File: config.mk
export PLATFORM = sky130hd
export DESIGN_NAME = user_obi_mgr_arbiter
export DESIGN_NICKNAME = d
export VERILOG_FILES = /design/src/rtl/user_obi_mgr_arbiter.sv
export SDC_FILE = /design/constraint.sdc
export NUM_CORES = 1
export LEC_CHECK = 0
export ABC_AREA = 1
export BUFFER_PORTS_ARGS = -buffer_cell sky130_fd_sc_hd__clkbuf_2
export CORE_AREA = 2 2 126 128
export DETAILED_ROUTE_END_ITERATION = 8
export DIE_AREA = 0 0 128 130
export PLACE_DENSITY = 0.56
export SLEW_MARGIN = 0
export SYNTH_ARGS = -nofsm -noshare
export SYNTH_HDL_FRONTEND = slang
export SYNTH_SLANG_ARGS = --single-unit
File: constraint.sdc
create_clock -name clk_i -period 1.4 [get_ports clk_i]
set_clock_uncertainty 0.1 [all_clocks]
set_input_delay 0.21 -clock clk_i [delete_from_list [all_inputs] [get_ports clk_i]]
set_output_delay 0.21 -clock clk_i [all_outputs]
set_load 0.05 [all_outputs]
File: src/rtl/user_obi_mgr_arbiter.sv
// Two-requester OBI manager arbiter: round-robin on grants, in-order response routing
// through a small FIFO of granted requester indices, sticky flag for orphan responses.

package obi_pkg;
    typedef struct packed {
        int unsigned AddrWidth;
        int unsigned DataWidth;
        int unsigned IdWidth;
    } obi_cfg_t;

    localparam obi_cfg_t ObiDefaultConfig = '{AddrWidth: 32, DataWidth: 32, IdWidth: 1};

    typedef struct packed {
        logic [31:0] addr;
        logic        we;
        logic [3:0]  be;
        logic [31:0] wdata;
        logic [0:0]  aid;
    } obi_a_chan_t;

    typedef struct packed {
        logic        req;
        obi_a_chan_t a;
    } obi_req_t;

    typedef struct packed {
        logic [31:0] rdata;
        logic [0:0]  rid;
        logic        err;
    } obi_r_chan_t;

    typedef struct packed {
        logic        gnt;
        logic        rvalid;
        obi_r_chan_t r;
    } obi_rsp_t;
endpackage

module user_obi_mgr_arbiter #(
    parameter obi_pkg::obi_cfg_t ObiCfg         = obi_pkg::ObiDefaultConfig,
    parameter type               obi_req_t      = obi_pkg::obi_req_t,
    parameter type               obi_rsp_t      = obi_pkg::obi_rsp_t,
    parameter int unsigned       MaxOutstanding = 2
) (
    input  logic     clk_i,
    input  logic     rst_ni,
    input  obi_req_t req0_i,
    output obi_rsp_t rsp0_o,
    input  obi_req_t req1_i,
    output obi_rsp_t rsp1_o,
    output obi_req_t mgr_req_o,
    input  obi_rsp_t mgr_rsp_i,
    output logic     busy_o,
    output logic     err_o
);

    localparam int unsigned CntW = $clog2(MaxOutstanding + 1);
    localparam int unsigned PtrW = (MaxOutstanding > 1) ? $clog2(MaxOutstanding) : 1;

    if (MaxOutstanding < 1 || MaxOutstanding > 8) begin : g_bad_depth
        $error("MaxOutstanding must be in 1..8");
    end
    if (ObiCfg.DataWidth != $bits(mgr_rsp_i.r.rdata)) begin : g_bad_cfg
        $error("ObiCfg.DataWidth does not match the response rdata width");
    end

    logic [MaxOutstanding-1:0] fifo_q, fifo_d;
    logic [PtrW-1:0]           wptr_q, wptr_d, rptr_q, rptr_d;
    logic [CntW-1:0]           cnt_q, cnt_d;
    logic                      prio_q, prio_d;
    logic                      err_q, err_d;
    logic                      busy_q;

    logic     sel, any_req, fifo_full, fifo_empty, hs, pop, orphan, head;
    obi_req_t mgr_req;

    function automatic logic [PtrW-1:0] ptr_inc(input logic [PtrW-1:0] p);
        return (p == PtrW'(MaxOutstanding - 1)) ? '0 : p + 1'b1;
    endfunction

    always_comb begin
        any_req    = req0_i.req | req1_i.req;
        // Contention resolves by the pointer; a lone requester always wins.
        sel        = (req0_i.req & req1_i.req) ? prio_q : req1_i.req;
        fifo_full  = (cnt_q == CntW'(MaxOutstanding));
        fifo_empty = (cnt_q == '0);

        mgr_req     = sel ? req1_i : req0_i;
        mgr_req.req = any_req & ~fifo_full;

        hs     = mgr_req.req & mgr_rsp_i.gnt;
        pop    = mgr_rsp_i.rvalid & ~fifo_empty;
        orphan = mgr_rsp_i.rvalid & fifo_empty;
        head   = fifo_q[rptr_q];

        rsp0_o        = mgr_rsp_i;
        rsp0_o.gnt    = hs & ~sel;
        rsp0_o.rvalid = pop & ~head;
        rsp1_o        = mgr_rsp_i;
        rsp1_o.gnt    = hs & sel;
        rsp1_o.rvalid = pop & head;

        fifo_d = fifo_q;
        wptr_d = wptr_q;
        rptr_d = rptr_q;
        cnt_d  = cnt_q;
        if (hs) begin
            fifo_d[wptr_q] = sel;
            wptr_d         = ptr_inc(wptr_q);
        end
        if (pop) rptr_d = ptr_inc(rptr_q);
        if (hs && !pop)      cnt_d = cnt_q + 1'b1;
        else if (pop && !hs) cnt_d = cnt_q - 1'b1;

        prio_d = hs ? ~sel : prio_q;
        err_d  = err_q | orphan;
    end

    always_ff @(posedge clk_i or negedge rst_ni) begin
        if (!rst_ni) begin
            fifo_q <= '0;
            wptr_q <= '0;
            rptr_q <= '0;
            cnt_q  <= '0;
            prio_q <= 1'b0;
            err_q  <= 1'b0;
            busy_q <= 1'b0;
        end else begin
            fifo_q <= fifo_d;
            wptr_q <= wptr_d;
            rptr_q <= rptr_d;
            cnt_q  <= cnt_d;
            prio_q <= prio_d;
            err_q  <= err_d;
            busy_q <= (cnt_d != '0);
        end
    end

    assign mgr_req_o = mgr_req;
    assign busy_o    = busy_q;
    assign err_o     = err_q;

endmodule

## After elaboration in Yosys (flattened, before gate mapping)

Index checks and enable logic that the tools add are counted.

- $add $sub $neg: 4
- $lt $le $gt $ge: 3
- Eq/ne operators: 1
- Mux-type cells: 11
- Bitwise gates (word level): 15
- Reductions and logical operators: 7

Operator list:

| cell | number |
|---|---|
| two-way mux 70 bit | 1 |
| AND 1 bit | 9 |
| two-way mux 1 bit | 6 |
| < comparator 1 x 2 -> 1 bit, second input constant | 2 |
| two-way mux 2 bit | 2 |
| NOT 1 bit | 4 |
| logical AND 1 bit | 3 |
| adder 1 bit, second input constant | 2 |
| adder 2 x 1 -> 2 bit, second input constant | 1 |
| bitwise mux 2 bit | 1 |
| equality test 2 bit, second input constant | 1 |
| logical NOT 1 bit | 2 |
| logical NOT 2 bit | 1 |
| bitwise OR 1 bit | 2 |
| nonzero test 2 bit | 1 |
| subtractor 2 x 1 -> 2 bit, second input constant | 1 |
| demux 1 bit (select 1 bit) | 1 |
| greater-or-equal comparator 1 bit, second input constant | 1 |

- Register bits: 9
- Bits of input ports: 180
- Output and inout port bits: 145
- Word-level logic and storage cells: 48

## Depth between registers and ports, before layout

Gate-level depths: netlist (run 1).

- Depth after elaboration: 9
- Gate-level depth with buffers: 10

## Worst setup path before layout (run 1)

OpenSTA, ideal clock, no wires.

- Path type: reg-to-reg
- From: register cnt_q[0]
- To: register busy_q, in the netlist busy_o
- Library setup time: 0.122 ns
- Arrival time: 1.803 ns
- Data required time: 1.178 ns
- Path slack: -0.625 ns
- Cell stages (with the launch flop): 9
- Buffers on the path: 0
- Clock period less this slack: 2.025 ns
- Cells stage by stage: dfrtp_1 inv_1 ha_1 nor2_1 nand3_1 nand2_1 nor2_1 nor2_1 nand2_1

RTL lines:

| item | line | RTL |
|---|---|---|
| from (decl) | 69 | `logic [CntW-1:0] cnt_q, cnt_d;` |
| from (signal assigned) | 132 | `cnt_q <= cnt_d;` |
| to (signal assigned) | 135 | `busy_q <= (cnt_d != '0);` |
| to (decl) | 72 | `logic busy_q;` |

==> metrics.md, run 1 <==
| Metric | Value |
|---|---|
| Port Buffers | `roughly 220` |
| Synth top area share | `0.447` |
| # clock sinks | `9` |
| Initial antenna violation count | `1` |
| Residual DRC | `0` |
| Fmax | `~550 MHz` |
| CTS Buf Count | `3` |
| Slew @ Worst Pin | `about 0.28 ns` |
| Worst ir drop on vdd | `about 0.42 mV` |
| Max Transition Viols Final | `0` |
| Synth Area per Inst | `between 5 and 6 um2` |
| Post-route cell area | `about 4700 um2` |
| Synth Instances | `350` |
| Starting density of the core | `0.120` |
| # fillers | `about 1.6k` |
| CTS tree | `yes` |
| Die Height | `between 100 and 150 um` |
| Unrepaired setup endpoints after global routing | `yes` |
| Root Buffer Master | `clkbuf_16` |
| Layout area overhead | `154%` |
| Footprint of the multi-input gates | `1810 um2` |
| Num rows | `46` |
| Switch share | `0.508` |
| Final hold violations | `0` |
| Die Footprint | `~17000 um2` |
| Clk slew on worst S/H paths | `0.04 ns` |
| FF+latch count, synth | `9` |
| Most area-hungry cell type in the Yosys netlist | `nand2_1` |
| Crit path DAT | `between 1.5 and 2 ns` |
| Chip width | `128 um` |
| Post-DRT Antenna Nets | `0` |
| Gr ovfl total | `0` |
| Critical Path Sink Type | `output port` |
| Routed wire length | `around 8400 um` |
| P per Cell Area | `around 1300 nW/um2` |
| RePlAce Congestion | `around 0.71` |
| Final worst-path cycle share | `1.31` |
| Final nets | `around 700` |
| Commonest non-fill, non-tap cells in the layout | `clkbuf_2 (147), nand2_1 (94), nand2_4 (81)` |
| Final setup vio count | `about 80` |
| Tot GR Track Use | `0.0858` |
| Final setup TNS | `-26.32 ns` |
| Clock Tree Buf Depth | `2` |
| Comb power frac | `0.839` |
| Top post-synthesis cells by area | `nand2_1 (45%), buf_4 (28%), dfrtp_1 (12%), buf_2 (3.8%), inv_1 (2.4%)` |
| Crit Path Max Fanout | `26` |
| Yosys Warn Count | `0` |
| Number of DRC markers in iteration 0 | `44` |
| First-pass GRT wire length | `around 11000 um` |
| Netlist cell types | `19` |
| Worst rel slew slack | `0.817` |
| Commonest non-fill, non-tap cell in the layout | `clkbuf_2` |
| Critical path class | `reg2out` |
| Max-cap violations | `0` |
| Total core area | `15400 um2` |
| Worst skew pair latency | `0.23 ns` |
| Layout cell share with drive strength beyond 1 | `0.767` |
| Register share of total power | `0.076` |
| IO Count | `roughly 330` |
| Detail Placement HPWL | `~6500 um` |
| Post-DR wirelength/cell | `roughly 12 um` |
| Tmin final | `1.83 ns` |
| Worst Hold Class | `in2reg` |
| Reg area | `around 230 um2` |
| Outcome | `complete, but fails checks` |
| Reg2Reg Setup Slack | `-0.13 ns` |
| Number of global-route vias before repair | `around 2.4k` |
| Syn Nets | `between 500 and 600` |
| Post-synthesis sequential area ratio | `0.122` |
| Startpoint Class | `flip-flop` |
| P_sw | `approximately 3000 uW` |
| DP Area | `3620 um2` |
| Post-Syn Area | `between 1500 and 2000 um2` |
| Final worst slack | `-0.427 ns` |
| Critical Path RT | `roughly 1.1 ns` |
| Largest net degree at the start of global routing | `42` |
| Vias per inst | `between 3 and 4` |
| Clock share of power | `0.084` |
| P_int | `just under 3000 uW` |
| Violated checks | `negative setup slack` |
| Vias | `roughly 2.6k` |
| DRT Pass-1 Iters | `3` |
| Static Leak | `0.00250 uW` |
| H-tree lvl count | `1` |
## per-layer routing
metal | GRT usage | up-vias | share of wire
li1 | - | 1328 | -
met1 | 0.0857 | 1130 | 0.33
met2 | 0.160 | 156 | 0.54
met3 | 0.0303 | 32 | 0.10
met4 | 0.0388 | 0 | 0.035
met5 | 0 | - | 0
## synthesized netlist by cell type, drive strengths merged
| cell type | n |
|---|---|
| nand4 | 1 |
| nand3 | 3 |
| nand3b | 1 |
| xor2 | 1 |
| inv | 14 |
| ha | 2 |
| a21oi | 2 |
| nor2 | 9 |
| dfrtp | 9 |
| o21ai | 3 |
| nand2 | 220 |
| o31ai | 1 |
| a21o | 1 |
| buf | 82 |
| xnor2 | 1 |
## cell type report
cell class,count,area share
Inverter,14,0.0117
Timing Repair Buffer,255,0.487
Tap cell,192,0.0512
Antenna cell,1,0.000533
Sequential cell,9,0.0480
Clock buffer,4,0.0168
Multi-Input combinational cell,245,0.385
## power groups by stage
stage                     Combinational, uW  Sequential (uW)  Clock, uW
after floorplan                        3090              470          0
after global placement                 3860              435          0
after detailed placement               3860              438          0
after CTS                              4610              441        510
after global routing                   5250              466        533
final                                  4960              452        498
## path summary, 6_finish.rpt
path | start | to | depth (start not counted)
setup / recovery | prio_q | mgr_req_o[39] | 8
hold / removal | mgr_rsp_i[34] | err_o | 2
setup reg to reg | cnt_q[1] | busy_o | 11
hold reg to reg | err_o | err_o | 1
max in group asynchronous | rst_ni | rptr_q | 2
min in group asynchronous | rst_ni | busy_o | 2
## state kept, by name, indices dropped and copies added, names as in the netlist
| signal | count |
|---|---|
| fifo_q | 2 |
| wptr_q | 1 |
| rptr_q | 1 |
| busy_o | 1 |
| cnt_q | 2 |
| prio_q | 1 |
| err_o | 1 |
## through the flow
stage	util	setup WS [ns]	instances	hold slack [ns]	power [uW]
finish	0.304	-0.427	720	0.135	5910
global route	0.304	-0.486	719	0.142	6250
CTS	0.286	-0.459	714	0.135	5560
detailed placement	0.235	-0.264	703	-0.0126	4300
global placement	0.235	-0.255	703	-0.0134	4290
floorplan	-	-0.0499	350	-0.186	3560
## repair_timing
item,CTS,global route
hold buffers,1,0
setup buffers,6,3
gates cloned,0,2
setup endpoints to repair,79,81
resized for setup,159,87
endpoints found under the hold margin,9,0
pin swaps,11,12
## worst max-delay path, cell delays in order, from the launching register on
cell	delay, ns
dfrtp_1	0.34
inv_2	0.05
a21oi_4	0.19
inv_2	0.10
buf_12	0.17
buf_12	0.16
nand2_2	0.07
nand2_4	0.05
buf_8	0.14
## cells by family after synthesis
family	synth area share
and+or+nand+nor	0.484
adders and majority gates	0.0136
buffers and inverters	0.343
DFF	0.122
xor gates and xnor gates	0.00949
AOI/OAI and AO/OA	0.0278
Note: power is estimated with default switching activity, not from simulation.
==> run 2: changes to the inputs <==
--- a/config.mk
+++ b/config.mk
@@ -10,6 +10,7 @@
 export CORE_AREA = 2 2 126 128
 export DETAILED_ROUTE_END_ITERATION = 8
 export DIE_AREA = 0 0 128 130
+export GPL_TIMING_DRIVEN = 0
 export PLACE_DENSITY = 0.56
 export SLEW_MARGIN = 0
 export SYNTH_ARGS = -nofsm -noshare
==> constraint.sdc (replaced) <==
create_clock -name clk_i -period 1.4 [get_ports clk_i]
set_clock_uncertainty 0.1 [all_clocks]
set_input_delay 0.07 -clock clk_i [delete_from_list [all_inputs] [get_ports clk_i]]
set_output_delay 0.07 -clock clk_i [all_outputs]
set_load 0.05 [all_outputs]
==> run 2 against run 1 <==
The flow still finishes with violations (negative setup slack); routed wire length up 23%; cell area increased by 11%; core utilization rose by 3.3 points; register-to-register slack improved by 0.02 ns; sequential share of layout area decreased by 0.47 points; power up 6.2%; first-iteration DRC count rose by 45%; largest cell class unchanged.
==> metrics.md, run 2 (synthesis results as in run 1) <==
| Metric | Value |
|---|---|
| Max-cap violations | `0` |
| Violated checks | `negative setup slack` |
| Layout cell share with drive strength beyond 1 | `0.775` |
| Port Buffers | `290` |
| Total core area | `between 15000 and 20000 um2` |
| Number of DRC markers in iteration 0 | `64` |
| Ant diodes | `0` |
| Dpl ws | `-0.594 ns` |
| # clock sinks | `9` |
| Number of global-route vias before repair | `2902` |
| Detail Placement HPWL | `7700 um` |
| WHS | `~0.017 ns` |
| R2r startpoint | `cnt_q[0]` |
| Post-DRT Antenna Nets | `0` |
| Vias | `3186` |
| Largest net degree at the start of global routing | `11` |
| Tmin final | `about 1.7 ns` |
| Reg-to-Reg End | `fifo_q[0]` |
| Final setup vio count | `81` |
| Worst Hold Class | `in2reg` |
| Critical Path Sink Type | `output port` |
| # fillers | `about 1.6k` |
| Layout area overhead | `182%` |
| Commonest non-fill, non-tap cell in the layout | `clkbuf_2` |
| Startpoint Class | `flip-flop` |
| Crit path DAT | `1.51 ns` |
| Num rows | `46` |
| Slew @ Worst Pin | `~0.29 ns` |
| DP Area | `about 3600 um2` |
| Reg2Reg Depth | `8` |
| Gr ovfl total | `0` |
| Post-DR wirelength/cell | `between 10 and 15 um` |
| CTS tree | `yes` |
| Pwr Total | `roughly 6300 uW` |
| First-pass GRT wire length | `13500 um` |
| Static Leak | `0.00301 uW` |
| IO Count | `approximately 330` |
| Worst skew pair latency | `between 0.2 and 0.25 ns` |
| Sequence of cells on the critical path | `inv_2 > a21oi_4 > buf_12 > buf_12 > clkbuf_16 > nand2_1 > nand2_2 > buf_8` |
| H-tree lvl count | `1` |
| P per Cell Area | `between 1000 and 1500 nW/um2` |
| WP buf/inv | `5` |
| CTS Buf Count | `3` |
| Die Height | `130 um` |
| Final worst-path cycle share | `1.20` |
| Chip width | `128 um` |
| Hold EP | `err_o` |
| Vias per inst | `3.73` |
| Unrepaired setup endpoints after global routing | `yes` |
| Reg area | `roughly 230 um2` |
| Outcome | `complete, but fails checks` |
| Final hold violations | `0` |
| Crit Path Max Fanout | `7` |
| Final nets | `about 850` |
| Die Footprint | `approximately 17000 um2` |
| Max Transition Viols Final | `0` |
| Worst ir drop on vdd | `between 0.5 and 0.6 mV` |
| Regs by FF count | `cnt_q: 2 flops, fifo_q: 2 flops` |
| DRT Pass-1 Iters | `5` |
| Critical Path RT | `1.23 ns` |
| RePlAce Congestion | `approximately 0.76` |
| Clk slew on worst S/H paths | `~0.04 ns` |
| Critical path class | `reg2out` |
| Starting density of the core | `0.120` |
| Worst rel slew slack | `0.809` |
| Footprint of the multi-input gates | `around 1400 um2` |
| Most used cell, CP | `buf_12` |
| Critical path's slowest cell | `dfrtp_1` |
| Routed wire length | `10300 um` |
| Tot GR Track Use | `0.101` |
| Reg2Reg Setup Slack | `-0.11 ns` |
| Initial antenna violation count | `0` |
| Min-Delay Startpoint | `mgr_rsp_i[34]` |
| Residual DRC | `0` |
| Commonest non-fill, non-tap cells in the layout | `clkbuf_2 (215), nand2_1 (123), nand2_2 (85)` |
| Root Buffer Master | `clkbuf_16` |
| Fmax | `a little under 600 MHz` |
| Post-route cell area | `just over 5000 um2` |
| Delay-heaviest family, CP | `buffers and inverters` |
| Slowest stage delay, CP | `roughly 0.33 ns` |
| Final worst slack | `-0.280 ns` |
| WHS Path Cells | `2` |
| Clock Tree Buf Depth | `2` |
[run 2: cell count changes in the layout (fill, tap and decap cells not counted), sizes merged]
| cell | delta |
|---|---|
| buf | +81 |
| diode | -1 |
| clkbuf | +54 |
[run 2: how the worst max path moves through the flow]
stage                     startpoint            end  slack (ns)  depth (start not counted)
final                         prio_q  mgr_req_o[68]       -0.28                          8
after global routing          prio_q  mgr_req_o[68]       -0.34                          8
after CTS                     prio_q  mgr_req_o[65]       -0.32                          8
after detailed placement      prio_q  mgr_req_o[38]       -0.59                          7
after global placement        prio_q  mgr_req_o[38]       -0.59                          7
after floorplan             cnt_q[0]     rsp0_o[34]       -0.19                          5
[run 2: metrics by stage]
stage,TNS (ns),util,instances
after floorplan,-0.816,-,350
after global placement,-34.96,0.231,832
after detailed placement,-36.57,0.231,832
after CTS,-19.93,0.306,850
after global routing,-21.90,0.337,854
final,-16.94,0.337,854
[run 2: metal layers]
metal / track usage / up-vias / part of all wire
li1: - / 1603 / -
met1: 0.108 / 1386 / 0.36
met4: 0.0116 / 0 / 0.0085
met5: 0 / - / 0
met2: 0.216 / 190 / 0.56
met3: 0.0103 / 7 / 0.069
[run 2: repair_timing]
| item | in CTS | in global routing |
|---|---|---|
| gates cloned | 2 | 3 |
| hold buffers | 1 | 0 |
| gates resized for setup | 240 | 166 |
| endpoints found under the hold margin | 9 | 0 |
| setup buffers | 12 | 1 |
| pin swaps | 21 | 47 |
| endpoints found under the setup margin | 80 | 81 |
[run 2: final cells by class]
class | instances | share of cell area
multi-input cells | 245 | 0.270
well taps | 192 | 0.0462
plain buffers | 81 | 0.135
repair buffers | 309 | 0.477
clock buffers | 4 | 0.0152
inverters | 14 | 0.0130
flip-flops and latches | 9 | 0.0433
[run 2: power by group]
part	internal (uW)	switching [uW]	leakage [uW]
registers	374	98.0	0.000102
clock network	381	124	0.0000382
logic	2160	3140	0.00287
total	2920	3360	0.00301
==> run 3: changes to the inputs <==
--- a/config.mk
+++ b/config.mk
@@ -11,7 +11,7 @@
 export DETAILED_ROUTE_END_ITERATION = 8
 export DIE_AREA = 0 0 128 130
 export GPL_TIMING_DRIVEN = 0
-export PLACE_DENSITY = 0.56
+export PLACE_DENSITY = 0.55
 export SLEW_MARGIN = 0
 export SYNTH_ARGS = -nofsm -noshare
 export SYNTH_HDL_FRONTEND = slang
==> constraint.sdc (replaced) <==
create_clock -name clk_i -period 1.79 [get_ports clk_i]
set_clock_uncertainty 0.1 [all_clocks]
set_input_delay 0.0895 -clock clk_i [delete_from_list [all_inputs] [get_ports clk_i]]
set_output_delay 0.0895 -clock clk_i [all_outputs]
set_load 0.05 [all_outputs]
==> run 3 against run 2 <==
The flow now finishes without violations; clock power fell by 22%; final cell count fell by 1.5%; via count fell by 6.0%; critical path depth unchanged; routed wire length fell by 16%; critical path type unchanged; critical endpoint is now mgr_req_o[58].
==> metrics.md, run 3 (synthesis results as in run 1) <==
| Metric | Value |
|---|---|
| Final nets | `roughly 830` |
| Port Buffers | `290` |
| M2 GR Usage | `0.176` |
| Worst Hold Class | `in2async` |
| Switch share | `0.578` |
| Number of DRC markers in iteration 0 | `42` |
| Die Footprint | `16600 um2` |
| R2r startpoint | `cnt_q[0]` |
| Total core area | `15400 um2` |
| Comb power frac | `0.811` |
| Chip width | `128 um` |
| Initial antenna violation count | `0` |
| Fmax | `around 590 MHz` |
| Critical path's slowest cell | `dfrtp_1` |
| Num rows | `between 40 and 50` |
| WHS | `approximately 0.15 ns` |
| Outcome | `finished clean` |
| Vias | `2994` |
| Detail Placement HPWL | `about 7500 um` |
| Layout Utilization | `0.269` |
| Final worst-path cycle share | `0.952` |
| Post-route cell area | `about 4100 um2` |
| Reg2Reg Setup Slack | `approximately 0.29 ns` |
| Reg-to-Reg End | `busy_o` |
| Crit path DAT | `between 1.5 and 2 ns` |
| # clock sinks | `9` |
| Die Height | `about 130 um` |
| Footprint of the multi-input gates | `around 1000 um2` |
| Largest net degree at the start of global routing | `11` |
| CTS Buf Count | `3` |
| P_int | `around 1600 uW` |
| RePlAce Congestion | `about 0.76` |
| Tmin final | `1.70 ns` |
| Reg area | `around 230 um2` |
| Slowest stage delay, CP | `0.31 ns` |
| Starting density of the core | `0.120` |
| Commonest non-fill, non-tap cell in the layout | `clkbuf_2` |
| Root Buffer Master | `clkbuf_16` |
| Layout cell share with drive strength beyond 1 | `0.599` |
| Gr ovfl total | `0` |
| WP buf/inv | `5` |
| Clock share of power | `0.102` |
| DP Area | `between 3000 and 4000 um2` |
| Commonest non-fill, non-tap cells in the layout | `clkbuf_2 (218), nand2_1 (215), buf_4 (94)` |
| Layout area overhead | `125%` |
| Slew @ Worst Pin | `approximately 0.28 ns` |
| GR peak layer | `met2` |
| CTS tree | `yes` |
| Number of global-route vias before repair | `between 2k and 3k` |
| Worst ir drop on vdd | `around 0.37 mV` |
| Final worst slack | `around 0.085 ns` |
| Final hold violations | `0` |
| Ant diodes | `0` |
| Critical path class | `reg2out` |
| Final setup TNS | `0 ns` |
| Post-DRT Antenna Nets | `0` |
| Crit Path Max Fanout | `10` |
| Delay-heaviest family, CP | `buffers and inverters` |
| IO Count | `~330` |
| Residual DRC | `0` |
| P_sw | `roughly 2200 uW` |
| # fillers | `about 1.7k` |
| First-pass GRT wire length | `about 12000 um` |
| Critical Path RT | `about 1.6 ns` |
| GR Util met3 | `0.00943` |
| Register share of total power | `0.086` |
| Max Transition Viols Final | `0` |
| Reg2Reg Depth | `10` |
| Sequence of cells on the critical path | `inv_1 > a21oi_4 > buf_12 > buf_8 > buf_8 > nand2_1 > nand2_1 > clkbuf_4` |
| H-tree lvl count | `1` |
| Met1 Resource Use GR | `0.102` |
| Critical Path Sink Type | `output port` |
| Worst skew pair latency | `roughly 0.24 ns` |
| Startpoint Class | `flip-flop` |
| Vias per inst | `approximately 3.6` |
| Regs by FF count | `cnt_q: 2 flops, fifo_q: 2 flops` |
| Dpl ws | `-0.213 ns` |
| Worst rel slew slack | `0.812` |
| P per Cell Area | `928 nW/um2` |
| DRT Pass-1 Iters | `4` |
| Unrepaired setup endpoints after global routing | `yes` |
| Final setup vio count | `0` |
| Max-cap violations | `0` |
| Clk slew on worst S/H paths | `about 0.04 ns` |
| Clock Tree Buf Depth | `2` |
| Routed wire length | `roughly 8700 um` |
| Tot GR Track Use | `0.0888` |
| Post-DR wirelength/cell | `10.3 um` |
| Static Leak | `0.00267 uW` |
## run 3: worst reg2reg max path, delay by kind of cell (launching register included)
kind | cells | cell delay [ns]
simple gates | 6 | 0.52
flops | 1 | 0.33
buf+inv | 3 | 0.23
fa+ha+maj | 1 | 0.21
## run 3: routing by layer
metal / wire length, um / up-vias
li1: - / 1575
met1: 3320 / 1223
met2: 4520 / 190
met3: 763 / 6
met4: 60 / 0
met5: 0 / -
## run 3: how the worst max path moves through the flow
| stage | start | to | depth (start not counted) |
|---|---|---|---|
| finish | prio_q | mgr_req_o[58] | 8 |
| global placement | prio_q | mgr_req_o[4] | 7 |
| CTS | prio_q | mgr_req_o[4] | 8 |
| detailed placement | prio_q | mgr_req_o[4] | 7 |
| floorplan | cnt_q[0] | busy_o | 8 |
| global route | prio_q | mgr_req_o[46] | 8 |
## run 3: power groups by stage
stage	logic [uW]	clock network, uW	registers [uW]
6_report	3120	393	332
5_1_grt	3350	414	346
4_1_cts	3040	402	333
3_5_place_dp	2760	0	335
3_3_place_gp	2760	0	332
2_1_floorplan	2030	0	360
## run 3: stage by stage
step,instances,power [uW]
floorplan,350,2390
global placement,832,3090
detailed placement,832,3100
CTS,841,3780
global route,841,4110
finish,841,3850
## run 3: final cells by class
| type | instances | area share |
|---|---|---|
| Buffer | 82 | 0.164 |
| Clock buffer | 4 | 0.0190 |
| Inverter | 14 | 0.0157 |
| Multi-Input combinational cell | 245 | 0.244 |
| Sequential cell | 9 | 0.0543 |
| Tap cell | 192 | 0.0579 |
| Timing Repair Buffer | 295 | 0.445 |
## run 3: what timing repair did
item                                    4_1_cts  5_1_grt
endpoints found under the hold margin        10        0
resized for setup                           110       72
pin swaps                                     1        1
cloned                                        0        0
endpoints found under the setup margin       72       72
hold buffers                                  2        0
setup buffers                                 3        0
